==> src/rtl/regfile_wb_arbiter_if.sv <==
// Interface bundling the write-port requests, decode scoreboard queries and
// register-file write signals of the writeback arbiter.
interface regfile_wb_arbiter_if #(
  parameter int WIDTH    = 32,
  parameter int REG_BITS = 5
);
  logic                a_valid;
  logic [REG_BITS-1:0] a_reg;
  logic [WIDTH-1:0]    a_data;
  logic                b_valid;
  logic [REG_BITS-1:0] b_reg;
  logic [WIDTH-1:0]    b_data;
  logic                b_ready;
  logic                mark_en;
  logic [REG_BITS-1:0] mark_reg;
  logic [REG_BITS-1:0] rs1;
  logic [REG_BITS-1:0] rs2;
  logic                rs1_busy;
  logic                rs2_busy;
  logic                rd_busy;
  logic                sb_empty;
  logic                wb_hold;
  logic                rf_we;
  logic [REG_BITS-1:0] rf_waddr;
  logic [WIDTH-1:0]    rf_wdata;

  // Requesters, decode and the register file side.
  modport master (
    output a_valid, a_reg, a_data, b_valid, b_reg, b_data,
    output mark_en, mark_reg, rs1, rs2,
    input  b_ready, rs1_busy, rs2_busy, rd_busy, sb_empty, wb_hold,
    input  rf_we, rf_waddr, rf_wdata
  );

  modport slave (
    input  a_valid, a_reg, a_data, b_valid, b_reg, b_data,
    input  mark_en, mark_reg, rs1, rs2,
    output b_ready, rs1_busy, rs2_busy, rd_busy, sb_empty, wb_hold,
    output rf_we, rf_waddr, rf_wdata
  );
endinterface

==> src/rtl/regfile_wb_arbiter.sv <==
// Register-file write-port arbiter: writeback stage (A) has fixed priority,
// long-latency unit (B) is tracked by a busy scoreboard and starvation counter.
module regfile_wb_arbiter #(
  parameter int WIDTH        = 32,
  parameter int REG_COUNT    = 32,
  parameter int REG_BITS     = $clog2(REG_COUNT),
  parameter int STARVE_LIMIT = 4
) (
  input logic                 clk,
  input logic                 rstn,
  regfile_wb_arbiter_if.slave bus
);
  localparam logic [3:0] LIMIT = 4'(STARVE_LIMIT);

  logic [REG_COUNT-1:0] busy_q, busy_d;
  logic [3:0]           cnt_q, cnt_d;
  logic                 a_req;
  logic                 b_acc;
  logic                 b_wr;

  // Writes to x0 never occupy the port, so they cannot block B.
  assign a_req       = bus.a_valid && (bus.a_reg != '0);
  assign bus.b_ready = rstn && !a_req;
  assign b_acc       = bus.b_valid && bus.b_ready;
  assign b_wr        = b_acc && (bus.b_reg != '0);

  always_comb begin
    bus.rf_we    = 1'b0;
    bus.rf_waddr = '0;
    bus.rf_wdata = '0;
    if (rstn && a_req) begin
      bus.rf_we    = 1'b1;
      bus.rf_waddr = bus.a_reg;
      bus.rf_wdata = bus.a_data;
    end else if (b_wr) begin
      bus.rf_we    = 1'b1;
      bus.rf_waddr = bus.b_reg;
      bus.rf_wdata = bus.b_data;
    end
  end

  // Per-register next state; a set in the same cycle as a clear wins.
  assign busy_d[0] = 1'b0;
  for (genvar gi = 1; gi < REG_COUNT; gi++) begin : g_busy
    logic set_hit, clr_hit;
    assign set_hit    = bus.mark_en && (bus.mark_reg == REG_BITS'(gi));
    assign clr_hit    = b_acc && (bus.b_reg == REG_BITS'(gi));
    assign busy_d[gi] = set_hit || (busy_q[gi] && !clr_hit);
  end

  always_comb begin
    cnt_d = 4'd0;
    if (bus.b_valid && !bus.b_ready)
      cnt_d = (cnt_q == LIMIT) ? LIMIT : cnt_q + 4'd1;
  end

  always_ff @(posedge clk or negedge rstn) begin
    if (!rstn) begin
      busy_q <= '0;
      cnt_q  <= 4'd0;
    end else begin
      busy_q <= busy_d;
      cnt_q  <= cnt_d;
    end
  end

  assign bus.rs1_busy = busy_q[bus.rs1];
  assign bus.rs2_busy = busy_q[bus.rs2];
  assign bus.rd_busy  = busy_q[bus.mark_reg];
  assign bus.sb_empty = (busy_q == '0);
  assign bus.wb_hold  = (cnt_q == LIMIT);
endmodule

==> src/flat_wrapper.sv <==
// flat-port wrapper written by rule: the top's interface ports become plain ports
module regfile_wb_arbiter_flat 
#(
  parameter int WIDTH        = 32,
  parameter int REG_COUNT    = 32,
  parameter int REG_BITS     = $clog2(REG_COUNT),
  parameter int STARVE_LIMIT = 4
)
  (clk, rstn, bus_a_valid, bus_a_reg, bus_a_data, bus_b_valid, bus_b_reg, bus_b_data, bus_mark_en, bus_mark_reg, bus_rs1, bus_rs2, bus_b_ready, bus_rs1_busy, bus_rs2_busy, bus_rd_busy, bus_sb_empty, bus_wb_hold, bus_rf_we, bus_rf_waddr, bus_rf_wdata);
  regfile_wb_arbiter_if #(.WIDTH(WIDTH), .REG_BITS(REG_BITS)) bus_i ();
  input logic clk;
  input logic rstn;
  input wire logic [$bits(bus_i.a_valid)-1:0] bus_a_valid;
  input wire logic [$bits(bus_i.a_reg)-1:0] bus_a_reg;
  input wire logic [$bits(bus_i.a_data)-1:0] bus_a_data;
  input wire logic [$bits(bus_i.b_valid)-1:0] bus_b_valid;
  input wire logic [$bits(bus_i.b_reg)-1:0] bus_b_reg;
  input wire logic [$bits(bus_i.b_data)-1:0] bus_b_data;
  input wire logic [$bits(bus_i.mark_en)-1:0] bus_mark_en;
  input wire logic [$bits(bus_i.mark_reg)-1:0] bus_mark_reg;
  input wire logic [$bits(bus_i.rs1)-1:0] bus_rs1;
  input wire logic [$bits(bus_i.rs2)-1:0] bus_rs2;
  output wire logic [$bits(bus_i.b_ready)-1:0] bus_b_ready;
  output wire logic [$bits(bus_i.rs1_busy)-1:0] bus_rs1_busy;
  output wire logic [$bits(bus_i.rs2_busy)-1:0] bus_rs2_busy;
  output wire logic [$bits(bus_i.rd_busy)-1:0] bus_rd_busy;
  output wire logic [$bits(bus_i.sb_empty)-1:0] bus_sb_empty;
  output wire logic [$bits(bus_i.wb_hold)-1:0] bus_wb_hold;
  output wire logic [$bits(bus_i.rf_we)-1:0] bus_rf_we;
  output wire logic [$bits(bus_i.rf_waddr)-1:0] bus_rf_waddr;
  output wire logic [$bits(bus_i.rf_wdata)-1:0] bus_rf_wdata;
  assign bus_i.a_valid = bus_a_valid;
  assign bus_i.a_reg = bus_a_reg;
  assign bus_i.a_data = bus_a_data;
  assign bus_i.b_valid = bus_b_valid;
  assign bus_i.b_reg = bus_b_reg;
  assign bus_i.b_data = bus_b_data;
  assign bus_i.mark_en = bus_mark_en;
  assign bus_i.mark_reg = bus_mark_reg;
  assign bus_i.rs1 = bus_rs1;
  assign bus_i.rs2 = bus_rs2;
  assign bus_b_ready = bus_i.b_ready;
  assign bus_rs1_busy = bus_i.rs1_busy;
  assign bus_rs2_busy = bus_i.rs2_busy;
  assign bus_rd_busy = bus_i.rd_busy;
  assign bus_sb_empty = bus_i.sb_empty;
  assign bus_wb_hold = bus_i.wb_hold;
  assign bus_rf_we = bus_i.rf_we;
  assign bus_rf_waddr = bus_i.rf_waddr;
  assign bus_rf_wdata = bus_i.rf_wdata;
  regfile_wb_arbiter #(.WIDTH(WIDTH), .REG_COUNT(REG_COUNT), .REG_BITS(REG_BITS), .STARVE_LIMIT(STARVE_LIMIT)) u_core (.clk(clk), .rstn(rstn), .bus(bus_i));
endmodule
==> config.mk <==
export PLATFORM = sky130hd
export DESIGN_NAME = regfile_wb_arbiter_flat
export DESIGN_NICKNAME = d
export VERILOG_FILES = /design/src/rtl/regfile_wb_arbiter_if.sv /design/src/rtl/regfile_wb_arbiter.sv /design/src/flat_wrapper.sv
export SDC_FILE = /design/constraint.sdc
export NUM_CORES = 1
export LEC_CHECK = 0
export ABC_AREA = 1
export ABC_CLOCK_PERIOD_IN_PS = 4000
export CAP_MARGIN = 25
export CORE_MARGIN = 3
export CORE_UTILIZATION = 43
export DETAILED_ROUTE_END_ITERATION = 7
export PLACE_DENSITY = 0.79
export SLEW_MARGIN = 20
export SYNTH_ARGS = -nofsm -noshare
export SYNTH_HDL_FRONTEND = slang
export SYNTH_SLANG_ARGS = --single-unit
==> constraint.sdc <==
create_clock -name clk -period 4 [get_ports clk]
set_input_delay 1.2 -clock clk [delete_from_list [all_inputs] [get_ports clk]]
set_output_delay 1.2 -clock clk [all_outputs]
set_load 0.02 [all_outputs]
==> results of run 1 <==
-- worst max-delay path: stages --
cell	delay [ns]
clkdlybuf4s50_1	0.50
nor2_1	0.05
nand4_1	0.10
nand2_2	0.11
inv_2	0.11
nand2_1	0.13
o22ai_1	0.18
clkdlybuf4s15_1	0.34
-- layout make-up --
class / count / area [µm²]
fillers: 705 / 2590
multi-input cells: 478 / 2200
repair buffers: 188 / 1610
flip-flops and latches: 35 / 876
inverters: 74 / 280
well taps: 102 / 128
clock buffers: 6 / 82.6
clock inverters: 2 / 38.8
-- state kept, by name, summed over array words and instances (netlist names) --
register	flops
u_core.cnt_q	4
u_core.busy_q	31
-- worst paths after layout --
path / endpoint / startpoint
setup reg to reg: u_core.cnt_q[2] / u_core.cnt_q[0]
min in group asynchronous: u_core.busy_q[4] / rstn
setup / recovery: bus_rf_waddr[4] / bus_a_reg[2]
hold reg to reg: u_core.cnt_q[0] / u_core.cnt_q[0]
hold / removal: u_core.cnt_q[0] / u_core.cnt_q[0]
max in group asynchronous: u_core.busy_q[28] / rstn
-- per-stage QoR --
step | total power [mW] | hold WS (ns)
detailed placement | 1.17 | 0.501
CTS | 1.49 | 0.512
finish | 1.50 | 0.513
global placement | 1.15 | 0.485
floorplan | 0.836 | 0.465
global route | 1.58 | 0.547
-- cell usage after synthesis (all sizes together) (3+ instances only) --
library cell | n | area (µm²)
buf | 18 | 121
clkbuf | 11 | 42.5
dfrtp | 35 | 876
inv | 74 | 278
nand2 | 242 | 918
nand3 | 93 | 465
nand4 | 7 | 58.8
nor2 | 50 | 188
nor3 | 3 | 15.0
nor4 | 7 | 43.8
o21ai | 67 | 429
o22ai | 3 | 18.8
-- cells by family (layout without fill, tap and decap cells) --
group | after synthesis | after routing
AOI/OAI and AO/OA | 72 | 72
xor gates and xnor gates | 2 | 2
adders and majority gates | 2 | 2
buffers and inverters | 103 | 270
DFF | 35 | 35
and+or+nand+nor | 402 | 402
-- layer usage --
metal  vias up  wire [µm]
met3        49       1290
met4         0        510
li1       2293          -
met5         -          0
met2       263       6410
met1      2132       5270
-- power breakdown --
| part | leakage [nW] | switching (mW) | total, mW | internal, mW |
|---|---|---|---|---|
| sequential | 0.415 | 0.150 | 0.581 | 0.431 |
| combinational | 2.16 | 0.316 | 0.570 | 0.253 |
| clock | 0.0618 | 0.140 | 0.345 | 0.205 |
| total | 2.64 | 0.606 | 1.50 | 0.889 |
==> flow_metrics.env, run 1 <==
export IMPL_status="finished, final reports clean"
export IMPL_hold_viol=0
export IMPL_areaGrowthSynthToFinish_pct=48.8
export IMPL_clk_latency_ns=0.29
export IMPL_max_slew_worst_pin_slew_ns=0.555
export IMPL_clock_skew_ns=0.000682
export IMPL_cp_start_kind="input pin"
export IMPL_clockBufferDepth=2
export IMPL_rrSetupSlack_ns=2.86
export IMPL_final_cell_mix="nand2_1 (237), nand3_1 (93), clkdlybuf4s50_1 (92)"
export IMPL_rows=32
export IMPL_nNetsFinal=878
export IMPL_ant_nets=0
export IMPL_final_common_cell="nand2_1"
export IMPL_finalWeightedCongestion=1.04
export IMPL_htreeDepth=2
export IMPL_setup_violations=0
export IMPL_maxCapViolCount=0
export IMPL_setup_tns_ns=0
export IMPL_cp_end_kind="primary output"
export IMPL_synth_seq_cells=35
export IMPL_antenna_found_initial=0
export IMPL_dieHeight_um=96.3
export IMPL_syn_cell_area_um2=3510
export IMPL_instances_no_fill=885
export IMPL_globalRouteMet2Util_pct=50.4
export IMPL_clock_sinks=35
export IMPL_grt_max_degree=34
export IMPL_die_width_um=96.3
export IMPL_grt_busiest_layer="met2"
export IMPL_place_ws_ns=-0.333
export IMPL_post_cts_setup_buffers=0
export IMPL_grtUsageTotal_pct=30.7
export IMPL_drive_above_1_share_pct=17.6
export IMPL_gr_total_overflow=0
export IMPL_viasPerCell=5.35
export IMPL_async_flop_share_pct=100
export IMPL_dp_hpwl_um=10700
export IMPL_coreArea_um2=7810
export IMPL_drc=0
export IMPL_portBuffers=137
export IMPL_met1_usage_pct=38.6
export IMPL_dieArea_um2=9280
export IMPL_grt_pass1_vias=4673
export IMPL_start_util_pct=45.0
export IMPL_synth_compound_area_share_pct=13.1
export IMPL_drt_initial_drc_count=336
export IMPL_synth_top_family_by_area="simple AND/OR/NAND/NOR gates"
export IMPL_reg2reg_depth=6
export IMPL_slew_viol_final=0
export IMPL_yosysWarnings=0
export IMPL_synth_flop_cell="dfrtp_1"
export IMPL_netlist_instances=616
export IMPL_crit_type="input pin to primary output"
export IMPL_relSlewSlack_pct=63.0
export IMPL_clk_pin_slew_worst_paths_ns=0.08
export IMPL_p_leak_nw=2.64
export IMPL_cts_resized=76
export IMPL_syn_area_per_cell_um2=5.70
export IMPL_cts_made_buffers=5
export IMPL_cp_max_fo=4
export IMPL_clock_root_buffer="clkbuf_8"
export IMPL_p_per_area_nw_per_um2=286
export IMPL_fmax_mhz=255
export IMPL_routed_wl_um=13500
export IMPL_post_drt_wl_per_cell_um=15.2
export IMPL_synth_edff_count=0
export IMPL_yosys_area_share_simple_pct=48.1
export IMPL_dp_cells=877
export IMPL_min_period_over_period_pct=97.9
export IMPL_fin_ws_ns=0.0858
export IMPL_num_io_pins=138
export IMPL_hold_path_class="flop to flop"
export IMPL_ir_drop_mv=0.146
export IMPL_muxShareOfSynthArea_pct=0
export IMPL_n_antenna_cell=0
export IMPL_postPlaceCellArea_um2=5270
export IMPL_yosysUniqueCellTypes=25
export IMPL_firstDrtPassIters=5
export IMPL_synth_fa_ha_area_share_pct=0.713
export IMPL_yosys_area_share_xor_xnor_pct=0.499
export IMPL_fin_area_um2=5220
export IMPL_vias=4737
export IMPL_final_util_pct=66.9
export IMPL_holdPathStages=1
export IMPL_worst_ep_arrival_time_ns=2.71
export IMPL_tritoncts="built"
export IMPL_ys_seq_area_share_pct=25.0
export IMPL_grt_pass1_wl_um=22300
export IMPL_holdBufCountCts=0
export IMPL_grt_util_met3_pct=6.96
export IMPL_worstPathRequired_ns=2.80
export IMPL_final_min_clock_period_ns=3.91
export IMPL_synth_nets=712
Note: power is estimated with default switching activity, not from simulation.
==> run 2: changes to the inputs <==
Settings changed: ABC_AREA 1 to default, GPL_TIMING_DRIVEN from default to 1, PLACE_DENSITY 0.79 to 0.82.
==> run 2 against run 1 <==
Effect of this change: the flow now finishes with violations (negative setup slack); register-to-register slack worse by 0.08 ns; critical path depth is 1 higher; sequential share of layout area is 0.14 points lower; area after synthesis is 11% lower; non-clock buffer count is 12 higher; power is 10% lower; synthesized cell count is 48% lower; sequential cell count stayed put; final cell count is 32% lower.
==> flow_metrics.env, run 2 <==
export IMPL_p_per_area_nw_per_um2=255
export IMPL_setup_violations=18
export IMPL_whs_endpoint="u_core.cnt_q[0]"
export IMPL_synth_top_area_share_pct=28.0
export IMPL_fin_ws_ns=-0.0898
export IMPL_final_cell_mix="clkdlybuf4s50_1 (79), buf_4 (54), a22o_1 (47)"
export IMPL_htreeDepth=2
export IMPL_grt_pass1_vias=3826
export IMPL_clock_root_buffer="clkbuf_8"
export IMPL_violations="negative setup slack"
export IMPL_synth_most_common_cell="a22o_1"
export IMPL_drive_above_1_share_pct=28.3
export IMPL_final_util_pct=75.8
export IMPL_routed_wl_um=12900
export IMPL_top_regs="u_core.busy_q x31, u_core.cnt_q x4"
export IMPL_syn_area_per_cell_um2=9.76
export IMPL_clock_sinks=35
export IMPL_ant_nets=0
export IMPL_min_from="u_core.cnt_q[0]"
export IMPL_viasPerCell=6.26
export IMPL_start_util_pct=45.1
export IMPL_num_io_pins=138
export IMPL_clockBufferDepth=2
export IMPL_min_period_over_period_pct=102
export IMPL_setup_tns_ns=-1.05
export IMPL_portBuffers=137
export IMPL_postPlaceCellArea_um2=4880
export IMPL_cp_max_fo=5
export IMPL_finalWeightedCongestion=0.925
export IMPL_areaGrowthSynthToFinish_pct=68.1
export IMPL_synth_nets=417
export IMPL_synth_flop_cell="dfrtp_1"
export IMPL_hold_path_class="flop to flop"
export IMPL_async_flop_share_pct=100
export IMPL_nNetsFinal=600
export IMPL_worst_ep_arrival_time_ns=2.89
export IMPL_fin_area_um2=5260
export IMPL_yosysUniqueCellTypes=56
export IMPL_ys_seq_area_share_pct=28.0
export IMPL_netlist_instances=321
export IMPL_maxCapViolCount=0
export IMPL_syn_cell_area_um2=3130
export IMPL_status="complete, but fails checks"
export IMPL_cp_cell_sequence="buf_6 > or4_4 > o21a_4 > nor3_4 > buf_6 > buf_12 > buf_8 > a22o_1 > buf_6"
export IMPL_n_antenna_cell=0
export IMPL_coreArea_um2=6940
export IMPL_holdPathStages=1
export IMPL_grt_pass1_wl_um=20300
export IMPL_dp_cells=577
export IMPL_clk_latency_ns=0.30
export IMPL_drc=0
export IMPL_yosysTopAreaCell="dfrtp_1"
export IMPL_final_common_cell="clkdlybuf4s50_1"
export IMPL_largest_register_ffs=31
export IMPL_dp_hpwl_um=9680
export IMPL_reg2reg_depth=4
export IMPL_dieHeight_um=91.3
export IMPL_antenna_found_initial=0
export IMPL_reg2reg_to="u_core.cnt_q[3]"
export IMPL_cp_end_kind="primary output"
export IMPL_fmax_mhz=245
export IMPL_clock_skew_ns=0.00442
export IMPL_tritoncts="built"
export IMPL_crit_start="bus_a_reg[4]"
export IMPL_final_min_clock_period_ns=4.09
export IMPL_clk_pin_slew_worst_paths_ns=0.07
export IMPL_hold_viol=0
export IMPL_post_drt_wl_per_cell_um=21.5
export IMPL_synthTopCellsByCount="a22o_1 (49), dfrtp_1 (35), mux2i_1 (21), or4_1 (19)"
export IMPL_top_register="u_core.busy_q"
export IMPL_rows=30
export IMPL_dieArea_um2=8340
export IMPL_r2r_start="u_core.cnt_q[0]"
export IMPL_crit_path_max_incr_delay_ns=0.54
export IMPL_worst_path_most_repeated_cell="buf_6"
export IMPL_rrSetupSlack_ns=2.78
export IMPL_synth_seq_cells=35
export IMPL_die_width_um=91.3
export IMPL_worstPathRequired_ns=2.80
export IMPL_cp_start_kind="input pin"
export IMPL_max_slew_worst_pin_slew_ns=0.445
export IMPL_yosysWarnings=0
export IMPL_rsz0062_at_grt="yes"
export IMPL_yosys_top_cells_area="dfrtp_1 (28%), a22o_1 (14%), mux4_2 (7.2%)"
export IMPL_p_leak_nw=2.20
export IMPL_ir_drop_mv=0.119
export IMPL_grt_max_degree=37
export IMPL_cpMaxStageDelayCell="or4_4"
export IMPL_gr_total_overflow=0
export IMPL_crit_type="input pin to primary output"
export IMPL_synth_edff_count=0
export IMPL_cts_made_buffers=5
export IMPL_relSlewSlack_pct=70.3
export IMPL_vias=3762
export IMPL_firstDrtPassIters=5
export IMPL_instances_no_fill=601
export IMPL_grtUsageTotal_pct=30.9
export IMPL_drt_initial_drc_count=413
export IMPL_slew_viol_final=0
[run 2: cell count changes after synthesis, moves of 10 or more]
| cell | change |
|---|---|
| nand2_1 | -230 |
| nor2_1 | -37 |
| o2bb2ai_1 | +12 |
| mux4_2 | +10 |
| o21ai_0 | -38 |
| a21o_1 | +15 |
| inv_1 | -60 |
| a22o_1 | +49 |
| or4_1 | +19 |
| o21ai_2 | -25 |
| mux2i_1 | +21 |
| nand3_1 | -78 |
[run 2: report_power, final]
part / leakage, nW / switching, mW / internal [mW] / total, mW
registers: 0.372 / 0.0731 / 0.395 / 0.468
logic: 1.76 / 0.221 / 0.308 / 0.529
clock network: 0.0618 / 0.141 / 0.205 / 0.346
[run 2: critical path, delay by kind of cell]
kind                   cells  cell delay, ns
AND/OR/NAND/NOR            2            0.69
buffers and inverters      5            0.58
AO/OA/AOI/OAI              2            0.42
[run 2: logic make-up (layout without fill, tap and decap cells)]
| logic type | count (synthesis) | after routing | synth area share [%] |
|---|---|---|---|
| AO/OA/AOI/OAI | 112 | 112 | 29.4 |
| XOR/XNOR | 2 | 2 | 0.559 |
| adder cells (fa/ha/maj) | 2 | 2 | 0.799 |
| buffers and inverters | 32 | 216 | 5.43 |
| flip-flops | 35 | 35 | 28.0 |
| multiplexers | 33 | 33 | 14.6 |
| AND/OR/NAND/NOR | 105 | 105 | 21.2 |
[run 2: metal layers]
metal	track usage [%]	up-vias	share of wire [%]
li1	-	1688	-
met1	34.5	1786	35
met2	56.0	236	52
met3	7.21	52	8.3
met4	12.6	0	3.8
met5	0	-	0
[run 2: worst max path at each step]
stage | endpoint | slack [ns] | cells past startpoint
floorplan | bus_rf_waddr[0] | 0.09 | 5
CTS | bus_rf_wdata[2] | -0.08 | 10
finish | bus_rf_wdata[2] | -0.09 | 9
global route | bus_rf_wdata[16] | -0.12 | 9
global placement | bus_rf_wdata[3] | -0.84 | 7
detailed placement | bus_rf_wdata[3] | -0.86 | 7
[run 2: cell type report]
type                       count  area [µm²]
timing repair buffer         200        1980
fill                         489        1680
multi-input combinational    254        2140
sequential                    35         876
inverter                       8        30.0
tap                           96         120
clock inverter                 2        38.8
clock buffer                   6        82.6
[run 2: per-stage QoR]
step | hold WS (ns) | setup WS, ns | power, mW
after floorplan | 0.461 | 0.0855 | 0.691
after global placement | 0.483 | -0.843 | 0.946
after detailed placement | 0.493 | -0.864 | 0.961
after CTS | 0.505 | -0.0788 | 1.33
after global routing | 0.536 | -0.119 | 1.39
final | 0.507 | -0.0898 | 1.34
[run 2: timing repair]
| item | in CTS | in global routing |
|---|---|---|
| pin swaps | 19 | 12 |
| buffers inserted | 12 | 3 |
| hold buffers | 0 | 0 |
| hold endpoints to repair | 0 | 0 |
| setup endpoints to repair | 42 | 39 |
| cloned | 5 | 0 |
| gates resized for setup | 278 | 18 |
==> variant 1, RTL diff (settings of run 2) <==
Reset style: synchronous (`rstn`), changed in one clocked block.
--- a/src/rtl/regfile_wb_arbiter.sv
+++ b/src/rtl/regfile_wb_arbiter.sv
@@ -54,7 +54,7 @@
       cnt_d = (cnt_q == LIMIT) ? LIMIT : cnt_q + 4'd1;
   end
 
-  always_ff @(posedge clk or negedge rstn) begin
+  always_ff @(posedge clk) begin
     if (!rstn) begin
       busy_q <= '0;
       cnt_q  <= 4'd0;
Function: differs if rstn is asserted again (counterexample within 4 cycles, from zero or initial values and one cycle with rstn low); with rstn held inactive, the same outputs for 10 cycles.
==> variant 1 against run 2 <==
  * Worst setup slack better by 7.1 ps
  * Global-route usage is 1.4 points higher
  * Core utilization is 3.7 points higher
  * Non-clock buffer count is 6 lower
  * Critical path type unchanged
  * Synthesized area is 9.5% lower
  * Cell area is 7.4% lower
  * Combinational power is 23% lower
  * The run still ends with negative setup slack left
  * Total power is 24% lower
  * Wire length is 0.85% higher
  * Clock skew is 4.3 ps lower
  * Synthesized cell count is 5.9% lower
  * Sequential cell count stayed put
==> variant 1: results (changes against run 2) <==
- Dominant cells by area after synthesis: dfxtp_1 (25%), a22o_1 (11%), mux4_2 (11%), o211ai_1 (8.2%), mux2i_1 (5.7%) (was dfrtp_1 (28%), a22o_1 (14%), mux4_2 (7.2%), mux2i_1 (6.7%), or4_1 (4.6%))
- Hold path endpoint: u_core.cnt_q[0]$_SDFF_PP0_ (was u_core.cnt_q[0]$_DFF_PN0_)
- Placed cells: 524 (was 577)
- Via total after detailed routing: 3650 (was 3762)
- Synth cell types: 47 (was 56)
- Max Clock Skew: 0.121 ps (was 4.42 ps)
- Post-Layout Cell Count: 551 (was 601)
- Compound-Gate Fraction of Synth Area: 30.2% (was 29.4%)
- Mux contribution to synthesized area: 20.0% (was 14.6%)
- Share of cells above drive strength 1: 31.3% (was 28.3%)
- Failing checks: negative setup slack (unchanged)
- Worst R2R Path Depth: 6 (was 4)
- DP Area: 0.00443 mm2 (was 0.00488 mm2)
- Reg-to-reg startpoint: u_core.cnt_q[0]$_SDFF_PP0_ (was u_core.cnt_q[0]$_DFF_PN0_)
- Dpl ws: -875 ps (was -864 ps)
- Synth Area in XOR/XNOR: 0.618% (was 0.559%)
- Synth Area in Adders: 0.883% (was 0.799%)
- Gr usage total: 32.3% (was 30.9%)
- VDD IR-drop max: 145 uV (was 119 uV)
- Mapped Cells: 302 (was 321)
- # fillers: 381 (was 489)
- Mapped Nets: 398 (was 417)
- First-pass GRT wire length: 19000 um (was 20300 um)
- Post-synth top flop: dfxtp_1 (was dfrtp_1)
- Measured slew at the worst slew-check pin: 426 ps (was 445 ps)
- Largest fanout on the critical path: 5 (unchanged)
- Worst Slack Setup Final: -82.7 ps (was -89.8 ps)
- P_leak: 1.99 nW (was 2.20 nW)
- Iteration-0 DRC Markers: 615 (was 413)
- Outcome: complete, but fails checks (unchanged)
- R2R Setup Slk: 2590 ps (was 2780 ps)
- Final setup viols: 19 (was 18)
- Sequential-to-total area share from yosys stat: 24.7% (was 28.0%)
- Most common library cells after synthesis: a22o_1 (36), dfxtp_1 (35), o211ai_1 (31) (was a22o_1 (49), dfrtp_1 (35), mux2i_1 (21))
- TNS Setup: -407 ps (was -1050 ps)
- Nets@finish: 571 (was 600)
- Worst Hold Launch: u_core.cnt_q[0]$_SDFF_PP0_ (was u_core.cnt_q[0]$_DFF_PN0_)
- Wirelength per Cell: 23.7 um (was 21.5 um)
- Largest net degree at the start of global routing: 31 (was 37)
- Worst reg2reg path endpoint: u_core.cnt_q[3]$_SDFF_PP0_ (was u_core.cnt_q[3]$_DFF_PN0_)
- Placer's final routability congestion estimate: 1.01 (was 0.925)
- Crit path arrival time: 2880 ps (was 2890 ps)
- Hpwl dp: 8500 um (was 9680 um)
- Hold slack: 474 ps (was 507 ps)
- Power per cell area: 209 mW/mm2 (was 255 mW/mm2)
- Async SR Flop Fraction: 0% (was 100%)
[variant 1: worst max-delay path: cells and delay by family]
kind / cells / cell delay, ps
buffers and inverters: 5 / 560
AND/OR/NAND/NOR: 1 / 540
AO/OA/AOI/OAI: 3 / 570
[variant 1: worst max-delay path by stage]
| stage | startpoint | to | cells after the start |
|---|---|---|---|
| after floorplan | bus_rs2[1] | bus_rs2_busy | 5 |
| after global placement | bus_mark_reg[0] | bus_rd_busy | 6 |
| after detailed placement | bus_mark_reg[0] | bus_rd_busy | 6 |
| after CTS | bus_a_reg[4] | bus_rf_waddr[3] | 11 |
| after global routing | bus_a_reg[2] | bus_rf_wdata[28] | 9 |
| final | bus_a_reg[2] | bus_rf_wdata[28] | 9 |
[variant 1: power breakdown]
group | total [W] | internal [W] | switching [W] | leakage [nW]
clock | 0.000253 | 0.000122 | 0.000132 | 0.0412
combinational | 0.000407 | 0.000227 | 0.000180 | 1.66
sequential | 0.000361 | 0.000353 | 0.00000797 | 0.283
[variant 1: layer usage]
metal / routed length [um] / vias to the layer above / part of all wire (%) / GRT usage (%)
li1: - / 1568 / - / -
met1: 4530 / 1702 / 35 / 38.0
met2: 6600 / 309 / 51 / 57.9
met3: 1370 / 71 / 11 / 6.72
met4: 541 / 0 / 4.1 / 11.0
met5: 0 / - / 0 / 0
[variant 1: timing repair]
action	in CTS	in global routing
endpoints found under the setup margin	42	42
gates resized for setup	272	40
cloned	5	6
pin swaps	10	17
setup buffers	8	7
hold buffers	0	0
[variant 1: area by class of cell]
class | instances | share of cell area (%)
clock buffers | 6 | 1.49
clock inverters | 2 | 0.257
inverters | 7 | 0.539
multi-input cells | 232 | 40.9
flip-flops and latches | 35 | 14.4
well taps | 75 | 1.93
repair buffers | 194 | 40.5
==> variant 2, RTL diff (settings of run 2) <==
Without the edit above. `REG_COUNT` is set to 32 in 2 places; all go to 128.
--- a/src/rtl/regfile_wb_arbiter.sv
+++ b/src/rtl/regfile_wb_arbiter.sv
@@ -2,7 +2,7 @@
 // long-latency unit (B) is tracked by a busy scoreboard and starvation counter.
 module regfile_wb_arbiter #(
   parameter int WIDTH        = 32,
-  parameter int REG_COUNT    = 32,
+  parameter int REG_COUNT    = 128,
   parameter int REG_BITS     = $clog2(REG_COUNT),
   parameter int STARVE_LIMIT = 4
 ) (
--- a/src/flat_wrapper.sv
+++ b/src/flat_wrapper.sv
@@ -2,7 +2,7 @@
 module regfile_wb_arbiter_flat 
 #(
   parameter int WIDTH        = 32,
-  parameter int REG_COUNT    = 32,
+  parameter int REG_COUNT    = 128,
   parameter int REG_BITS     = $clog2(REG_COUNT),
   parameter int STARVE_LIMIT = 4
 )
Interface: changed (6 resized); port bits go from 138 to 150. The function was not compared with the original's and may differ.
==> variant 2 against run 2 <==
  * The flow finishes with violations (design-rule violations, negative setup slack)
  * Sequential cell count increased by 96
  * Cell area increased to 2.6 times the old value
  * Largest cell class unchanged
  * Wire length increased to 3.4 times the old value
  * Via count increased to 2.9 times the old value
  * Worst setup slack got worse by 200 ps
  * Synthesized area increased to 3.1 times the old value
  * Register-to-register slack improved by 100 ps
  * Total power increased to 3.6 times the old value
==> variant 2: results (changes against run 2) <==
- Outcome: complete, but fails checks (unchanged)
- Failing checks: design-rule violations, negative setup slack (was negative setup slack)
- Hpwl dp: 30900 um (was 9680 um)
- Async SR Flop Fraction: 100% (unchanged)
- CTS HTree Levels: 4 (was 2)
- Nets@finish: 1325 (was 600)
- Largest fanout on the critical path: 7 (was 5)
- Clock transition at path regs: roughly 60 ps
- Input/output buffers: 149 (was 137)
- P_leak: 5.62 nW (was 2.20 nW)
- Dominant cells by area after synthesis: dfrtp_1 (34%), mux4_2 (17%), o21ai_0 (13%), mux2_2 (4.0%), a22o_2 (2.9%) (was dfrtp_1 (28%), a22o_1 (14%), mux4_2 (7.2%), mux2i_1 (6.7%), or4_1 (4.6%))
- Post-synth EDFFs: 0 (unchanged)
- Worst path slowest cell: or4_4 (unchanged)
- TritonRoute pass-1 iters: 8 (was 5)
- Synth cell types: 53 (was 56)
- Largest net degree at the start of global routing: 85 (was 37)
- Share of cells above drive strength 1: 35.7% (was 28.3%)
- Sequential-to-total area share from yosys stat: 34.2% (was 28.0%)
- Most common library cells after synthesis: o21ai_0 (244), dfrtp_1 (131), mux4_2 (73) (was a22o_1 (49), dfrtp_1 (35), mux2i_1 (21))
- First-pass GRT wire length: 65100 um (was 20300 um)
- Worst-Skew Late Latency: 430 ps (was 300 ps)
- Post-synth top flop: dfrtp_1 (unchanged)
- Via total after detailed routing: 10857 (was 3762)
- Iteration-0 DRC Markers: 1832 (was 413)
- Slowest cell delay on critical path: 540 ps (about the same)
- Num CTS Buffers: 17 (was 5)
- Gr usage total: 35.6% (was 30.9%)
- DRC: 6 (was 0)
- Synthesized area per cell: 9.86 um2 (was 9.76 um2)
- Vias per inst: 7.19 (was 6.26)
- Clk root buf: clkbuf_16 (was clkbuf_8)
- Mapped Nets: 1080 (was 417)
- Final setup viols: 38 (was 18)
- # diodes: 0 (unchanged)
- VDD IR-drop max: 292 uV (was 119 uV)
- Worst Slack Setup Final: -286 ps (was -89.8 ps)
- Placed cells: 1448 (was 577)
- Max Clock Skew: 0.860 ps (was 4.42 ps)
- Crit path arrival time: 3090 ps (was 2890 ps)
- Biggest registers after layout: u_core.busy_q: 127 flops, u_core.cnt_q: 4 flops (was u_core.busy_q: 31 flops, u_core.cnt_q: 4 flops)
- Hold Path Class: reg2reg (unchanged)
- Placer's final routability congestion estimate: 1.11 (was 0.925)
- Wirelength per Cell: 28.8 um (was 21.5 um)
- Measured slew at the worst slew-check pin: 795 ps (was 445 ps)
- Initial antenna violation count: 0 (unchanged)
-- variant 2: through the flow --
stage / power (W) / setup slack [ps] / util, % / TNS [ps] / instance area (um2)
2_1_floorplan: 0.00243 / -76.2 / - / -2440 / 9870
3_3_place_gp: 0.00304 / -999 / 56.6 / -40690 / 12400
3_5_place_dp: 0.00307 / -1060 / 56.6 / -42800 / 12400
4_1_cts: 0.00466 / -485 / 63.0 / -15540 / 13800
5_1_grt: 0.00489 / -336 / 63.2 / -10610 / 13800
6_report: 0.00477 / -286 / 63.2 / -8550 / 13800
-- variant 2: final timing paths --
check                                                to  slack (ps)                       from  cells after the start
min in group asynchronous     u_core.cnt_q[1]$_DFF_PN0_         990                       rstn                      2
max                                    bus_rf_wdata[26]        -290               bus_a_reg[2]                      9
max in group asynchronous  u_core.busy_q[117]$_DFF_PN0_        1800                       rstn                      3
max reg2reg                   u_core.cnt_q[2]$_DFF_PN0_        2880  u_core.cnt_q[0]$_DFF_PN0_                      6
min reg2reg                   u_core.cnt_q[0]$_DFF_PN0_         520  u_core.cnt_q[0]$_DFF_PN0_                      1
min                           u_core.cnt_q[0]$_DFF_PN0_         520  u_core.cnt_q[0]$_DFF_PN0_                      1
-- variant 2: kinds of logic (layout without fill, tap and decap cells) --
| family | after synthesis | in the layout | share of synthesized area [%] |
|---|---|---|---|
| AOI/OAI and AO/OA | 356 | 356 | 22.8 |
| xor gates and xnor gates | 1 | 1 | 0.0913 |
| adders and majority gates | 2 | 2 | 0.261 |
| buffers and inverters | 93 | 350 | 4.56 |
| DFF | 131 | 131 | 34.2 |
| muxes | 124 | 124 | 22.9 |
| and+or+nand+nor | 267 | 267 | 15.3 |
-- variant 2: worst max-delay path, delay by kind of cell --
kind / cells / cell delay (ps)
buffers and inverters: 4 / 480
AOI/OAI and AO/OA: 3 / 630
and+or+nand+nor: 2 / 780
-- variant 2: routing by layer --
layer  wire (um)  vias up  global-route usage [%]
li1            -     4358                       -
met1       14900     5182                    43.9
met2       19000     1000                    54.0
met3        6110      317                    12.5
met4        3590        0                    21.0
met5           0        -                       0
-- variant 2: layout make-up --
| class | count | area (um2) |
|---|---|---|
| flip-flops and latches | 131 | 3280 |
| inverters | 13 | 48.8 |
| clock inverters | 8 | 78.8 |
| repair buffers | 306 | 3170 |
| clock buffers | 23 | 468 |
| fillers | 1692 | 8050 |
| well taps | 280 | 350 |
| multi-input cells | 750 | 6450 |
-- variant 2: what timing repair did --
action | CTS | global route
gates resized for setup | 385 | 55
setup buffers | 27 | 3
pin swaps | 27 | 25
gates cloned | 10 | 0
hold buffers | 0 | 0
setup endpoints to repair | 45 | 44
-- variant 2: power by group --
group	internal [W]	leakage, nW	switching, W
Sequential	0.00150	1.74	0.000338
Clock	0.000883	0.267	0.000595
Combinational	0.000762	3.62	0.000693
